[src/rtl/pattern_detect_pkg.sv]
// Shared constants and elaboration-time helpers for the pattern detector.
package pattern_detect_pkg;

   // Largest pattern length the detector is meant to support.
   localparam int unsigned PAT_W_MAX = 16;

   // Ceiling log2, used for sizing the history fill counter.
   function automatic int unsigned clog2(input int unsigned n);
      int unsigned r;
      r = 0;
      while ((64'd1 << r) < 64'(n)) begin
         r++;
      end
      return r;
   endfunction

   // All-ones value of the given width (1..32), returned in 32 bits.
   function automatic logic [31:0] all_ones(input int unsigned w);
      logic [31:0] v;
      v = (w >= 32) ? 32'hFFFF_FFFF : ((32'd1 << w) - 32'd1);
      return v;
   endfunction

endpackage

[src/rtl/pattern_detect_param_if.sv]
// Serial-input, pattern-control and status bundle of the pattern detector.
interface pattern_detect_param_if #(
   parameter int unsigned PAT_W = 3,
   parameter int unsigned CNT_W = 10
);
   logic             en;
   logic             x;
   logic             pat_ld;
   logic [PAT_W-1:0] pat_in;
   logic             overlap;
   logic             cnt_clr;
   logic             y;
   logic [CNT_W-1:0] count;
   logic             cnt_sat;

   // Driver side: supplies the bit stream and controls, observes status.
   modport master (
      output en, x, pat_ld, pat_in, overlap, cnt_clr,
      input  y, count, cnt_sat
   );

   // Detector side.
   modport slave (
      input  en, x, pat_ld, pat_in, overlap, cnt_clr,
      output y, count, cnt_sat
   );
endinterface

[src/rtl/sat_counter.sv]
// Saturating event counter with a sticky saturation flag and a clear that
// never swallows a simultaneous increment.
module sat_counter
   import pattern_detect_pkg::*;
#(
   parameter int unsigned CNT_W = 10
) (
   input  logic             clk,
   input  logic             rst,
   input  logic             i_inc,
   input  logic             i_clr,
   output logic [CNT_W-1:0] o_count,
   output logic             o_sat
);

   localparam logic [CNT_W-1:0] CNT_MAX = CNT_W'(all_ones(CNT_W));

   logic [CNT_W-1:0] r_count;
   logic             r_sat;

   // Count update: clear wins over the old value but still records a same-cycle event.
   always_ff @(posedge clk) begin
      if (rst) begin
         r_count <= '0;
         r_sat   <= 1'b0;
      end else if (i_clr) begin
         r_count <= i_inc ? CNT_W'(1) : '0;
         r_sat   <= 1'b0;
      end else if (i_inc) begin
         if (r_count == CNT_MAX) begin
            r_sat <= 1'b1;
         end else begin
            r_count <= r_count + CNT_W'(1);
         end
      end
   end

   assign o_count = r_count;
   assign o_sat   = r_sat;

endmodule

[src/rtl/pattern_detect_param.sv]
// Serial bit-pattern detector with a runtime-loadable pattern, overlapping or
// non-overlapping matching, a bit-valid qualifier and a saturating match count.
module pattern_detect_param
   import pattern_detect_pkg::*;
#(
   parameter int unsigned     PAT_W   = 3,
   parameter int unsigned     CNT_W   = 10,
   parameter logic [PAT_W-1:0] PAT_RST = PAT_W'(3'b010)
) (
   input logic                 clk,
   input logic                 rst,
   pattern_detect_param_if.slave bus
);

   localparam int unsigned      FILL_W   = (clog2(PAT_W) < 1) ? 1 : clog2(PAT_W);
   localparam logic [FILL_W-1:0] FILL_MAX = FILL_W'(PAT_W - 1);

   logic [PAT_W-1:0]  r_pat;
   logic [PAT_W-2:0]  r_sh;
   logic [FILL_W-1:0] r_fill;
   logic              r_y;

   logic [PAT_W-1:0]  w_win;
   logic              w_match;
   logic [CNT_W-1:0]  w_count;
   logic              w_sat;

   // Match only once a full window of valid bits has been collected.
   always_comb begin
      w_win   = {r_sh, bus.x};
      w_match = 1'b0;
      if (bus.en && !bus.pat_ld && (r_fill == FILL_MAX) && (w_win == r_pat)) begin
         w_match = 1'b1;
      end
   end

   // Pattern register, history shift, fill tracking and registered match pulse.
   always_ff @(posedge clk) begin
      if (rst) begin
         r_pat  <= PAT_RST;
         r_sh   <= '0;
         r_fill <= '0;
         r_y    <= 1'b0;
      end else if (bus.pat_ld) begin
         // The bit presented during a load is dropped.
         r_pat  <= bus.pat_in;
         r_sh   <= '0;
         r_fill <= '0;
         r_y    <= 1'b0;
      end else if (bus.en) begin
         r_y <= w_match;
         if (w_match && !bus.overlap) begin
            r_sh   <= '0;
            r_fill <= '0;
         end else begin
            r_sh <= w_win[PAT_W-2:0];
            if (r_fill != FILL_MAX) begin
               r_fill <= r_fill + FILL_W'(1);
            end
         end
      end else begin
         r_y <= 1'b0;
      end
   end

   sat_counter #(
      .CNT_W (CNT_W)
   ) u_sat_counter (
      .clk     (clk),
      .rst     (rst),
      .i_inc   (w_match),
      .i_clr   (bus.cnt_clr),
      .o_count (w_count),
      .o_sat   (w_sat)
   );

   assign bus.y       = r_y;
   assign bus.count   = w_count;
   assign bus.cnt_sat = w_sat;

endmodule
[src/flat_wrapper.sv]
// flat-port wrapper written by rule: the top's interface ports become plain ports
module pattern_detect_param_flat import pattern_detect_pkg::*;
#(
   parameter int unsigned     PAT_W   = 3,
   parameter int unsigned     CNT_W   = 10,
   parameter logic [PAT_W-1:0] PAT_RST = PAT_W'(3'b010)
)
  (clk, rst, bus_en, bus_x, bus_pat_ld, bus_pat_in, bus_overlap, bus_cnt_clr, bus_y, bus_count, bus_cnt_sat);
  pattern_detect_param_if #(.PAT_W(PAT_W), .CNT_W(CNT_W)) bus_i ();
  input logic clk;
  input logic rst;
  input wire logic [$bits(bus_i.en)-1:0] bus_en;
  input wire logic [$bits(bus_i.x)-1:0] bus_x;
  input wire logic [$bits(bus_i.pat_ld)-1:0] bus_pat_ld;
  input wire logic [$bits(bus_i.pat_in)-1:0] bus_pat_in;
  input wire logic [$bits(bus_i.overlap)-1:0] bus_overlap;
  input wire logic [$bits(bus_i.cnt_clr)-1:0] bus_cnt_clr;
  output wire logic [$bits(bus_i.y)-1:0] bus_y;
  output wire logic [$bits(bus_i.count)-1:0] bus_count;
  output wire logic [$bits(bus_i.cnt_sat)-1:0] bus_cnt_sat;
  assign bus_i.en = bus_en;
  assign bus_i.x = bus_x;
  assign bus_i.pat_ld = bus_pat_ld;
  assign bus_i.pat_in = bus_pat_in;
  assign bus_i.overlap = bus_overlap;
  assign bus_i.cnt_clr = bus_cnt_clr;
  assign bus_y = bus_i.y;
  assign bus_count = bus_i.count;
  assign bus_cnt_sat = bus_i.cnt_sat;
  pattern_detect_param #(.PAT_W(PAT_W), .CNT_W(CNT_W), .PAT_RST(PAT_RST)) u_core (.clk(clk), .rst(rst), .bus(bus_i));
endmodule
[config.mk]
export PLATFORM = sky130hd
export DESIGN_NAME = pattern_detect_param_flat
export DESIGN_NICKNAME = d
export VERILOG_FILES = /design/src/rtl/pattern_detect_pkg.sv /design/src/rtl/pattern_detect_param_if.sv /design/src/rtl/sat_counter.sv /design/src/rtl/pattern_detect_param.sv /design/src/flat_wrapper.sv
export SDC_FILE = /design/constraint.sdc
export NUM_CORES = 1
export LEC_CHECK = 0
export BUFFER_PORTS_ARGS = -buffer_cell sky130_fd_sc_hd__buf_4
export CAP_MARGIN = 5
export CORE_UTILIZATION = 39
export DETAILED_ROUTE_END_ITERATION = 10
export HOLD_SLACK_MARGIN = 0.06
export PLACE_DENSITY = 0.67
export SLEW_MARGIN = 5
export SYNTH_ARGS = -nofsm -noshare
export SYNTH_HDL_FRONTEND = slang
export SYNTH_SLANG_ARGS = --single-unit
[constraint.sdc]
create_clock -name clk -period 3.5 [get_ports clk]
set_input_delay 0.175 -clock clk [delete_from_list [all_inputs] [get_ports clk]]
set_output_delay 0.175 -clock clk [all_outputs]
set_load 0.03 [all_outputs]
# == After elaboration in Yosys (flattened, before gate mapping) ==
# Index checks and enable logic that the tools add are counted.
# totals
output_inout_bits,12
input_bits,10
reg_bits,19
# op_classes
n_eq_ne,5
n_mux,8
n_bitwise,1
addsub,2
reduce_logical,14
# ops
cell,n
10-bit two-way mux,3
10-bit by 1-bit adder with 10-bit output (second input constant),1
10-bit equality test (second input constant),1
2-bit two-way mux,3
2-bit AND reduction,3
1-bit logical AND,4
2-bit inequality test (second input constant),2
2-bit nonzero test,2
2-bit OR reduction,2
3-bit equality test,1
3-bit OR reduction,1
2-bit by 1-bit adder with 2-bit output (second input constant),1
2-bit equality test (second input constant),1
1-bit logical NOT,2
1-bit two-way mux,2
1-bit inverter,1

# == Depth between registers and ports, before layout ==
# Gate-level depths: netlist of the first run.
# logic_depth
word_depth,8
ltp_mapped,8
ltp_nobuf,6

# == By module ==
# From an unflattened synthesis of the first run, not the netlist that was laid out.
# unflattened
cells_unflattened,105
hier_area_um2,980.9
# by_module_without_submodules
mod,n_inst,cells_each,area_per_inst_um2
sat_counter,1,62,554.3
pattern_detect_param,1,43,426.7

# == Worst setup path before layout of the first run ==
# OpenSTA, ideal clock, no wires.
# synth_path
path_type,register -> register
start,register u_core.r_fill[0]
end,"register u_core.u_sat_counter.r_count[3], in the netlist u_core.u_sat_counter.o_count[3]"
t_arrival_ns,1.943
setup_time_ns,0.070
synth_period_minus_slack_ns,2.013
t_required_ns,3.430
path_stages_with_launch,8
path_slack_ns,1.487
path_cell_list,dfxtp_1 inv_1 ha_1 nand3b_4 or4_1 clkbuf_2 or4_1 a21oi_1
# synth_between
elab_chain_len,6
# synth_lines
element,line_no,text
start: declaration,pattern_detect_param.sv:20,logic [FILL_W-1:0] r_fill;
start signal: assignment,pattern_detect_param.sv:58,r_fill <= r_fill + FILL_W'(1);
2-bit equality test,pattern_detect_param.sv:32,if (bus.en && !bus.pat_ld && (r_fill == FILL_MAX) && (w_win == r_pat)) begin
1-bit logical AND (2 in series),pattern_detect_param.sv:32,
1-bit two-way mux,pattern_detect_param.sv:32,
2-bit nonzero test (no line),n/a,
2-bit AND reduction (no line),n/a,
end signal: assignment,sat_counter.sv:27,r_count <= i_inc ? CNT_W'(1) : '0;
end signal: assignment,sat_counter.sv:33,r_count <= r_count + CNT_W'(1);
end: declaration,sat_counter.sv:18,logic [CNT_W-1:0] r_count;
# Every way passes these cells.
# A chain may end at the register's enable or synchronous reset.

# == Worst setup path after layout of the first run ==
# Same ends and word-level chain as after synthesis.

==> summary.log, run 1 <==
qor: sta.period_needed 2.321 ns
qor: sta.slew_headroom 68.04%
qor: sta.slew_at_the_pin_closest_to_its_max_slew_limit 0.4793 ns
qor: synth.synth_top_area_cell sky130_fd_sc_hd__dfxtp_1
qor: global_routing.gr-max-usage-layer met1
qor: global_routing.grt_first_pass_wirelength 3505 microns
qor: synth.synth_enable_flop_cells 0
qor: synth.unique_cell_type_count_in_the_yosys_netlist 37
qor: sta.layout_setup_ws 1.179 ns
qor: synth.synth_fp_nets 122
qor: run.maxCapViolCount 0
qor: synth.synth_top_area_share 39.23%
qor: clocking.cts.repair.resized 0
qor: global_routing.grt_start_max_net_pins 16
qor: routing.route.vias.total 905
qor: finish.areaGrowthSynthToFinish 20.52%
qor: sta.fin_crit_sh 66.30%
qor: place.dp.final_hpwl 1499 microns
qor: synth.register_area_share_after_synthesis 39.23%
qor: finish.multiInputGateArea 554.3 sq um
qor: finish.final_nets 143
qor: sta.setup_viol 0
qor: synth.synthXorXnorAreaFrac 2.710%
qor: worst_setup_path.critPathCaptureType register
qor: global_routing.grtUsageMet3 3.509%
qor: routing.route.antenna.remaining_nets 0
qor: routing.route.detailed.drc 0
qor: place.placedInstanceArea 0.001142 sq mm
qor: synth.synth_top_cells_by_count sky130_fd_sc_hd__dfxtp_1 (19), sky130_fd_sc_hd__a21oi_1 (11), sky130_fd_sc_hd__nand2_1 (7), sky130_fd_sc_hd__nor2_1 (7)
qor: power_and_ir_drop.total_leakage_power 0.4602 nW
qor: sta.final.setup_skew 0.003780 ns
qor: global_routing.grt_pass1_vias 763
qor: synth.synth-simple-area-share 26.97%
qor: die.boundaryPins 22
qor: routing.wl_per_cell 13.12 microns
qor: synth.share_of_synthesized_flip_flops_with_an_asynchronous_set_or_reset 0%
qor: die.floorplan.core_area 0.002276 sq mm
qor: global_routing.grt_util_all_layers 17.69%
qor: finish.final_cell_area 0.001169 sq mm
qor: finish.layout-drive-gt1-share 22.31%
qor: routing.drt_iter0_drc 14
qor: power_and_ir_drop.powerDensity 313.1 mW/mm^2
qor: place.gpl.final_weighted_congestion 0.8610
qor: die.die_width 51.87 microns
qor: global_routing.initial_antenna_violation_count 0
qor: sta.highest_clock_frequency_the_design_can_meet 0.4309 GHz
qor: synth.synth.avg_cell_area 8.815 sq um
qor: synth.post_synth_inst_count 110
qor: clocking.cts-root-to-sink-buffers 2
qor: synth.yosys_warnings 0
qor: sta.rsz0062_at_grt false
qor: power_and_ir_drop.max-vdd-ir-drop 0.2062 mV
qor: synth.post_syn_area 969.7 sq um
qor: global_routing.globalRouteMet1Util 25.27%
qor: synth.yosys.cell_count.top_type sky130_fd_sc_hd__dfxtp_1
qor: clocking.htree_levels 1
qor: synth.synthFlopType sky130_fd_sc_hd__dfxtp_1
qor: sta.sum_of_negative_setup_slack 0 ns
qor: finish.fillerInstances 222
qor: finish.postLayoutCoreUtil 51.35%
qor: routing.finalWirelength 2073 microns
qor: die.floorplan.die_area 0.002690 sq mm
qor: die.initial_core_util 42.61%
qor: finish.antenna_cells 0
qor: global_routing.grt_overflow 0
qor: clocking.post_cts_hold_buffer_count 0
qor: die.die_y 51.87 microns
qor: routing.drt_pre_antenna_iters 4
qor: hold_path.hold_class input pin to register
qor: synth.synth_compound_area_share 19.74%
qor: sta.timing.final.hold_violations 0
qor: outcome.status finished clean
qor: clocking.cts_buffers 3
qor: worst_setup_path.worst-path-max-fanout 15
qor: worst_setup_path.critical_path_arrival 2.56 ns
qor: synth.synth_mux_area_share 5.161%
qor: place.buffer_ports.inserted 21
qor: synth.ys_top_cells_by_area sky130_fd_sc_hd__dfxtp_1 (39%), sky130_fd_sc_hd__a21oi_1 (5.7%), sky130_fd_sc_hd__mux2i_1 (5.2%)
qor: worst_setup_path.r2r_cells 6
qor: finish.sequential_cell_area 380.4 sq um
qor: synth.ys_ff_latch 19
qor: worst_setup_path.timing.critical_path.from_type register
qor: clocking.clock_transition_at_the_registers_of_the_reported_paths 0.11 ns
qor: clocking.clock_sink_count 19
qor: sta.final-max-slew-violation-count 0
qor: global_routing.grt_util_met2 25.21%
qor: worst_setup_path.critical_path_class register to register
qor: clocking.postCtsSetupRepairBufs 0
qor: clocking.clock_latency 0.30 ns
qor: clocking.root_buffer sky130_fd_sc_hd__clkbuf_4
qor: synth.synth_top_family_by_area simple AND/OR/NAND/NOR gates
qor: clocking.cts_tree done
qor: routing.route.detailed.vias_per_inst 5.728
qor: synth.synth_fa_ha_area_share 2.581%
qor: worst_setup_path.data_required_time_at_the_worst_endpoint 3.74 ns
qor: die.floorplan.rows 17
qor: finish.stdcell_count 158
qor: hold_path.number_of_cells_on_the_worst_hold_path 2
qor: place.dpl.cell_count 154
qor: place.place_ws 1.198 ns
-- final timing paths --
check | slack [ns] | endpoint | start
min | 0.08 | u_core.r_pat[1] | bus_pat_in[1]
min reg2reg | 0.49 | u_core.u_sat_counter.o_sat | u_core.u_sat_counter.o_sat
max reg2reg | 1.18 | u_core.u_sat_counter.o_count[3] | u_core.r_fill[0]
max | 1.18 | u_core.u_sat_counter.o_count[3] | u_core.r_fill[0]
-- layer usage --
layer	part of all wire (%)	routed length, microns
met1	50	1039
met2	44	912
met3	5.0	103
met4	0.82	17
met5	0	0
-- power by group --
part / internal [mW] / leakage (nW) / switching (mW)
Sequential: 0.220 / 0.154 / 0.00245
Clock: 0.0443 / 0.0150 / 0.0696
Combinational: 0.0149 / 0.291 / 0.0150
-- stage by stage --
step / hold WS, ns / total power, mW
floorplan: 0.2929 / 0.2444
global route: 0.06296 / 0.3864
CTS: 0.07068 / 0.3686
global placement: 0.3820 / 0.2558
finish: 0.07856 / 0.3659
detailed placement: 0.3871 / 0.2570
-- registers in the layout, indices dropped and copies added (netlist names) --
name                          flops
u_core.u_sat_counter.o_count     10
u_core.u_sat_counter.o_sat        1
u_core.r_fill                     2
u_core.bus.y                      1
u_core.r_sh                       2
u_core.r_pat                      3
-- layout make-up --
| class | count | share of cell area [%] |
|---|---|---|
| sequential | 19 | 32.55 |
| timing repair buffer | 22 | 14.13 |
| clock buffer | 4 | 2.248 |
| inverter | 2 | 0.6424 |
| multi-input combinational | 83 | 47.43 |
| tap | 28 | 2.998 |
-- critical path, cell delays in order (launching register included) --
cell,delay [ns]
sky130_fd_sc_hd__dfxtp_1,0.35
sky130_fd_sc_hd__inv_1,0.06
sky130_fd_sc_hd__ha_1,0.27
sky130_fd_sc_hd__nand3b_4,0.10
sky130_fd_sc_hd__or4_1,0.77
sky130_fd_sc_hd__or4_1,0.57
sky130_fd_sc_hd__a21oi_1,0.14
-- layout by cell type, fill, tap and decap left out, types with 3 or more instances in the layout --
cell,netlist,layout
sky130_fd_sc_hd__xor2_1,3,3
sky130_fd_sc_hd__and3_1,3,3
sky130_fd_sc_hd__o211ai_1,5,5
sky130_fd_sc_hd__nor4_1,3,3
sky130_fd_sc_hd__dfxtp_1,19,19
sky130_fd_sc_hd__nand2_1,7,7
sky130_fd_sc_hd__a21oi_1,11,11
sky130_fd_sc_hd__mux2i_1,5,5
sky130_fd_sc_hd__clkbuf_4,0,3
sky130_fd_sc_hd__nand3_1,4,4
sky130_fd_sc_hd__nor3_1,4,4
sky130_fd_sc_hd__buf_4,1,22
sky130_fd_sc_hd__nor2_1,7,7
sky130_fd_sc_hd__o31ai_1,3,3
-- cells by family after synthesis --
kind of cell / Yosys count
compound gates: 29
xor+xnor: 3
fa+ha+maj: 2
buf+inv: 8
flops: 19
mux: 5
simple gates: 44
Power figures use the tool's default switching activity.
==> run 2, diff against run 1 <==
--- a/config.mk
+++ b/config.mk
@@ -5,12 +5,13 @@
 export SDC_FILE = /design/constraint.sdc
 export NUM_CORES = 1
 export LEC_CHECK = 0
+export ABC_AREA = 1
 export BUFFER_PORTS_ARGS = -buffer_cell sky130_fd_sc_hd__buf_4
 export CAP_MARGIN = 5
 export CORE_UTILIZATION = 39
 export DETAILED_ROUTE_END_ITERATION = 10
 export HOLD_SLACK_MARGIN = 0.06
-export PLACE_DENSITY = 0.67
+export PLACE_DENSITY = 0.68
 export SLEW_MARGIN = 5
 export SYNTH_ARGS = -nofsm -noshare
 export SYNTH_HDL_FRONTEND = slang
==> constraint.sdc (replaced) <==
create_clock -name clk -period 2 [get_ports clk]
set_input_delay 0.1 -clock clk [delete_from_list [all_inputs] [get_ports clk]]
set_output_delay 0.1 -clock clk [all_outputs]
set_load 0.03 [all_outputs]
==> run 2 against run 1 <==
Design area increased by 19%. Sequential share of layout area down 5.1 points. Global-route usage down 0.30 points. Core utilization down 0.68 points. Fmax is 29% higher. Routed wire length increased by 20%. Power grew 90%. Non-clock buffer count rose by 4. Via count is 26% higher. Critical path depth up 2. Setup slack worse by 0.98 ns. Clock-buffer cell count shrank 1. Critical endpoint is now u_core.r_sh[0].
==> summary.log, run 2 <==
qor: outcome.status finished clean
qor: die.floorplan.rows 19 [+2]
qor: die.floorplan.core_area 0.002734 sq mm [+20%]
qor: sta.sum_of_negative_setup_slack 0 ns [unchanged]
qor: clocking.root_buffer sky130_fd_sc_hd__clkbuf_4
qor: die.boundaryPins 22 [unchanged]
qor: sta.setup_viol 0 [unchanged]
qor: synth.post_syn_area 0.001116 sq mm [+15%]
qor: worst_setup_path.critical_path_arrival 2.01 ns [-0.55 ns]
qor: power_and_ir_drop.total_leakage_power 0.6114 nW [+33%]
qor: worst_setup_path.worst-path-max-fanout 5 [-10]
qor: worst_setup_path.r2r_cells 8 [+2]
qor: routing.wl_per_cell 11.21 microns [-15%]
qor: synth.synth_top_cells_by_count sky130_fd_sc_hd__nand2_1 (35), sky130_fd_sc_hd__dfxtp_1 (19), sky130_fd_sc_hd__inv_1 (18), sky130_fd_sc_hd__nand3_1 (18), sky130_fd_sc_hd__nor2_1 (18)
qor: sta.highest_clock_frequency_the_design_can_meet 0.5568 GHz [+29%]
qor: routing.route.antenna.remaining_nets 0 [unchanged]
qor: sta.period_needed 1.796 ns [-0.5248 ns]
qor: hold_path.worstHoldEndpoint u_core.u_sat_counter.o_count[0]
qor: routing.route.detailed.drc 0 [unchanged]
qor: finish.areaGrowthSynthToFinish 24.10%
qor: run.maxCapViolCount 0 [unchanged]
qor: clocking.clock_latency 0.31 ns [about the same]
qor: global_routing.grt_util_all_layers 17.39% [-0.30 points]
qor: hold_path.number_of_cells_on_the_worst_hold_path 3 [+1]
qor: finish.layout_commonest_cell sky130_fd_sc_hd__nand2_1
qor: global_routing.grt_first_pass_wirelength 4319 microns [+23%]
qor: worst_setup_path.worst-r2r-setup-slack 0.20 ns [-0.98 ns]
qor: sta.timing.final.hold_violations 0 [unchanged]
qor: finish.final_nets 203 [+42%]
qor: clocking.cts-root-to-sink-buffers 2 [unchanged]
qor: synth.yosys_warnings 0 [unchanged]
qor: die.initial_core_util 40.82% [-1.8 points]
qor: global_routing.grt_start_max_net_pins 13 [-3]
qor: worst_setup_path.data_required_time_at_the_worst_endpoint 2.21 ns [-1.53 ns]
qor: routing.route.vias.total 1138 [+26%]
qor: power_and_ir_drop.max-vdd-ir-drop 0.4085 mV [+98%]
qor: clocking.clock_sink_count 19 [unchanged]
qor: worst_setup_path.reg_to_reg_critical_path_endpoint u_core.r_sh[0]
qor: synth.unique_cell_type_count_in_the_yosys_netlist 24 [-35%]
qor: sta.slew_headroom 57.18% [-11 points]
qor: synth.synth_top_area_cell sky130_fd_sc_hd__dfxtp_1
qor: sta.slew_at_the_pin_closest_to_its_max_slew_limit 0.6399 ns [+0.1606 ns]
qor: synth.synthFlopType sky130_fd_sc_hd__dfxtp_1
qor: routing.finalWirelength 2478 microns [+20%]
qor: sta.rsz0062_at_grt false
qor: power_and_ir_drop.report.power.total 694.6 uW [+90%]
qor: die.floorplan.die_area 0.003080 sq mm [+14%]
qor: power_and_ir_drop.powerDensity 501.5 mW/mm^2 [+60%]
qor: die.die_width 55.50 microns [+7.0%]
qor: die.die_y 55.50 microns [+7.0%]
qor: synth.register_area_share_after_synthesis 34.08% [-5.1 points]
qor: place.buffer_ports.inserted 21 [unchanged]
qor: place.dp.final_hpwl 1856 microns [+24%]
qor: clocking.cts_buffers 3 [unchanged]
qor: worst_setup_path.critPathCaptureType register
qor: hold_path.holdCritStartpoint bus_cnt_clr
qor: finish.antenna_cells 0 [unchanged]
qor: place.place_ws 0.5077 ns [-0.6900 ns]
qor: worst_setup_path.reg2reg_from u_core.r_fill[0]
qor: finish.postLayoutCoreUtil 50.66% [-0.68 points]
qor: finish.largest_reg_flops 10 [unchanged]
qor: synth.synth_fp_nets 173 [+42%]
qor: sta.final-max-slew-violation-count 0 [unchanged]
qor: synth.yosys.cell_count.top_type sky130_fd_sc_hd__nand2_1
qor: sta.fin_crit_sh 89.80% [+23 points]
qor: sta.layout_setup_ws 0.2041 ns [-0.9752 ns]
qor: clocking.clock_transition_at_the_registers_of_the_reported_paths 0.12 ns [about the same]
qor: synth.synth_top_area_share 34.08% [-5.1 points]
qor: synth.post_synth_inst_count 161 [+46%]
qor: synth.ys_top_cells_by_area sky130_fd_sc_hd__dfxtp_1 (34%), sky130_fd_sc_hd__nand2_1 (12%), sky130_fd_sc_hd__nand3_1 (8.1%)
qor: synth.share_of_synthesized_flip_flops_with_an_asynchronous_set_or_reset 0% [unchanged]
qor: place.gpl.final_weighted_congestion 0.9056 [+5.2%]
qor: synth.synth.avg_cell_area 6.932 sq um [-21%]
qor: global_routing.initial_antenna_violation_count 0 [unchanged]
qor: synth.ys_ff_latch 19 [unchanged]
qor: hold_path.hold_class input pin to register
qor: worst_setup_path.critical_path_class register to register
qor: sta.final.setup_skew 0.01286 ns [+0.009080 ns]
qor: clocking.htree_levels 1 [unchanged]
qor: clocking.cts_tree done
qor: synth.synth_enable_flop_cells 0 [unchanged]
qor: routing.drt_pre_antenna_iters 4 [unchanged]
qor: routing.route.detailed.vias_per_inst 5.149 [-10%]
qor: worst_setup_path.timing.critical_path.from_type register
qor: finish.layout-drive-gt1-share 27.37% [+5.1 points]
qor: global_routing.grt_overflow 0 [unchanged]
qor: global_routing.grt_pass1_vias 1048 [+37%]
qor: routing.drt_iter0_drc 35 [+21]
qor: clocking.postCtsSetupRepairBufs 0 [unchanged]
qor: finish.mostFrequentLayoutCells sky130_fd_sc_hd__nand2_1 (35), sky130_fd_sc_hd__buf_4 (21), sky130_fd_sc_hd__dfxtp_1 (19)
-- run 2: cell types whose count changed after synthesis, sizes merged, moves of 5 or more --
cell	change
mux2i	-5
o211ai	-5
inv	+21
nand2	+35
nand3	+17
o21ai	+6
clkbuf	-5
nor2	+15
-- run 2: worst max-delay path by stage --
stage,start,to,slack [ns],cells after the start
floorplan,u_core.u_sat_counter.o_count[0],u_core.u_sat_counter.o_count[0],0.43,8
global placement,u_core.u_sat_counter.o_count[0],u_core.u_sat_counter.o_count[7],0.56,8
detailed placement,u_core.u_sat_counter.o_count[0],u_core.u_sat_counter.o_count[7],0.51,8
CTS,u_core.r_fill[0],u_core.r_sh[0],0.21,8
global route,u_core.r_fill[0],u_core.r_sh[0],0.1,8
finish,u_core.r_fill[0],u_core.r_sh[0],0.20,8
-- run 2: logic make-up after synthesis --
family / Yosys count / synth area share (%)
DFF: 19 / 34.08
buffers and inverters: 25 / 8.856
AOI/OAI and AO/OA: 23 / 12.22
and+or+nand+nor: 92 / 42.60
adders and majority gates: 2 / 2.242
-- run 2: power breakdown --
part / switching, mW / total, mW / internal [mW]
combinational: 0.0530 / 0.0929 / 0.0399
clock: 0.132 / 0.208 / 0.0763
sequential: 0.00622 / 0.394 / 0.387
total: 0.191 / 0.695 / 0.504
-- run 2: per-layer routing --
metal | wire [microns] | up-vias | global-route usage [%] | share of wire, %
met2 | 1094 | 24 | 28.06 | 44
met5 | 0 | - | 0 | 0
met4 | 40 | 0 | 8.214 | 1.6
met1 | 1230 | 535 | 23.09 | 50
met3 | 112 | 4 | 2.108 | 4.5
li1 | - | 575 | - | -
-- run 2: worst max-delay path, cell delays in order, from the launching register on --
cell	delay, ns
sky130_fd_sc_hd__dfxtp_1	0.33
sky130_fd_sc_hd__inv_1	0.08
sky130_fd_sc_hd__ha_1	0.23
sky130_fd_sc_hd__nand3_4	0.09
sky130_fd_sc_hd__nor2_4	0.15
sky130_fd_sc_hd__nand3_2	0.13
sky130_fd_sc_hd__nand2_1	0.09
sky130_fd_sc_hd__a21oi_1	0.05
sky130_fd_sc_hd__dlygate4sd3_1	0.55
-- run 2: final cells by class --
| class | count | area [sq um] |
|---|---|---|
| Tap cell | 31 | 38.79 |
| Multi-Input combinational cell | 117 | 636.9 |
| Sequential cell | 19 | 380.4 |
| Timing Repair Buffer | 26 | 207.7 |
| Fill cell | 260 | 1349 |
| Clock buffer | 3 | 22.52 |
| Clock inverter | 1 | 7.507 |
| Inverter | 24 | 91.34 |
-- run 2: timing repair --
item,CTS,global route
hold endpoints to repair,5,0
hold buffers,5,0
resized for setup,0,0
-- run 2: through the flow --
step / std cells / instance area, sq um / hold WS, ns
final: 221 / 1385 / 0.06155
after global routing: 221 / 1385 / 0.07169
after CTS: 221 / 1385 / 0.06124
after detailed placement: 212 / 1305 / 0.3059
after global placement: 212 / 1305 / 0.3043
after floorplan: 161 / 1116 / 0.1624
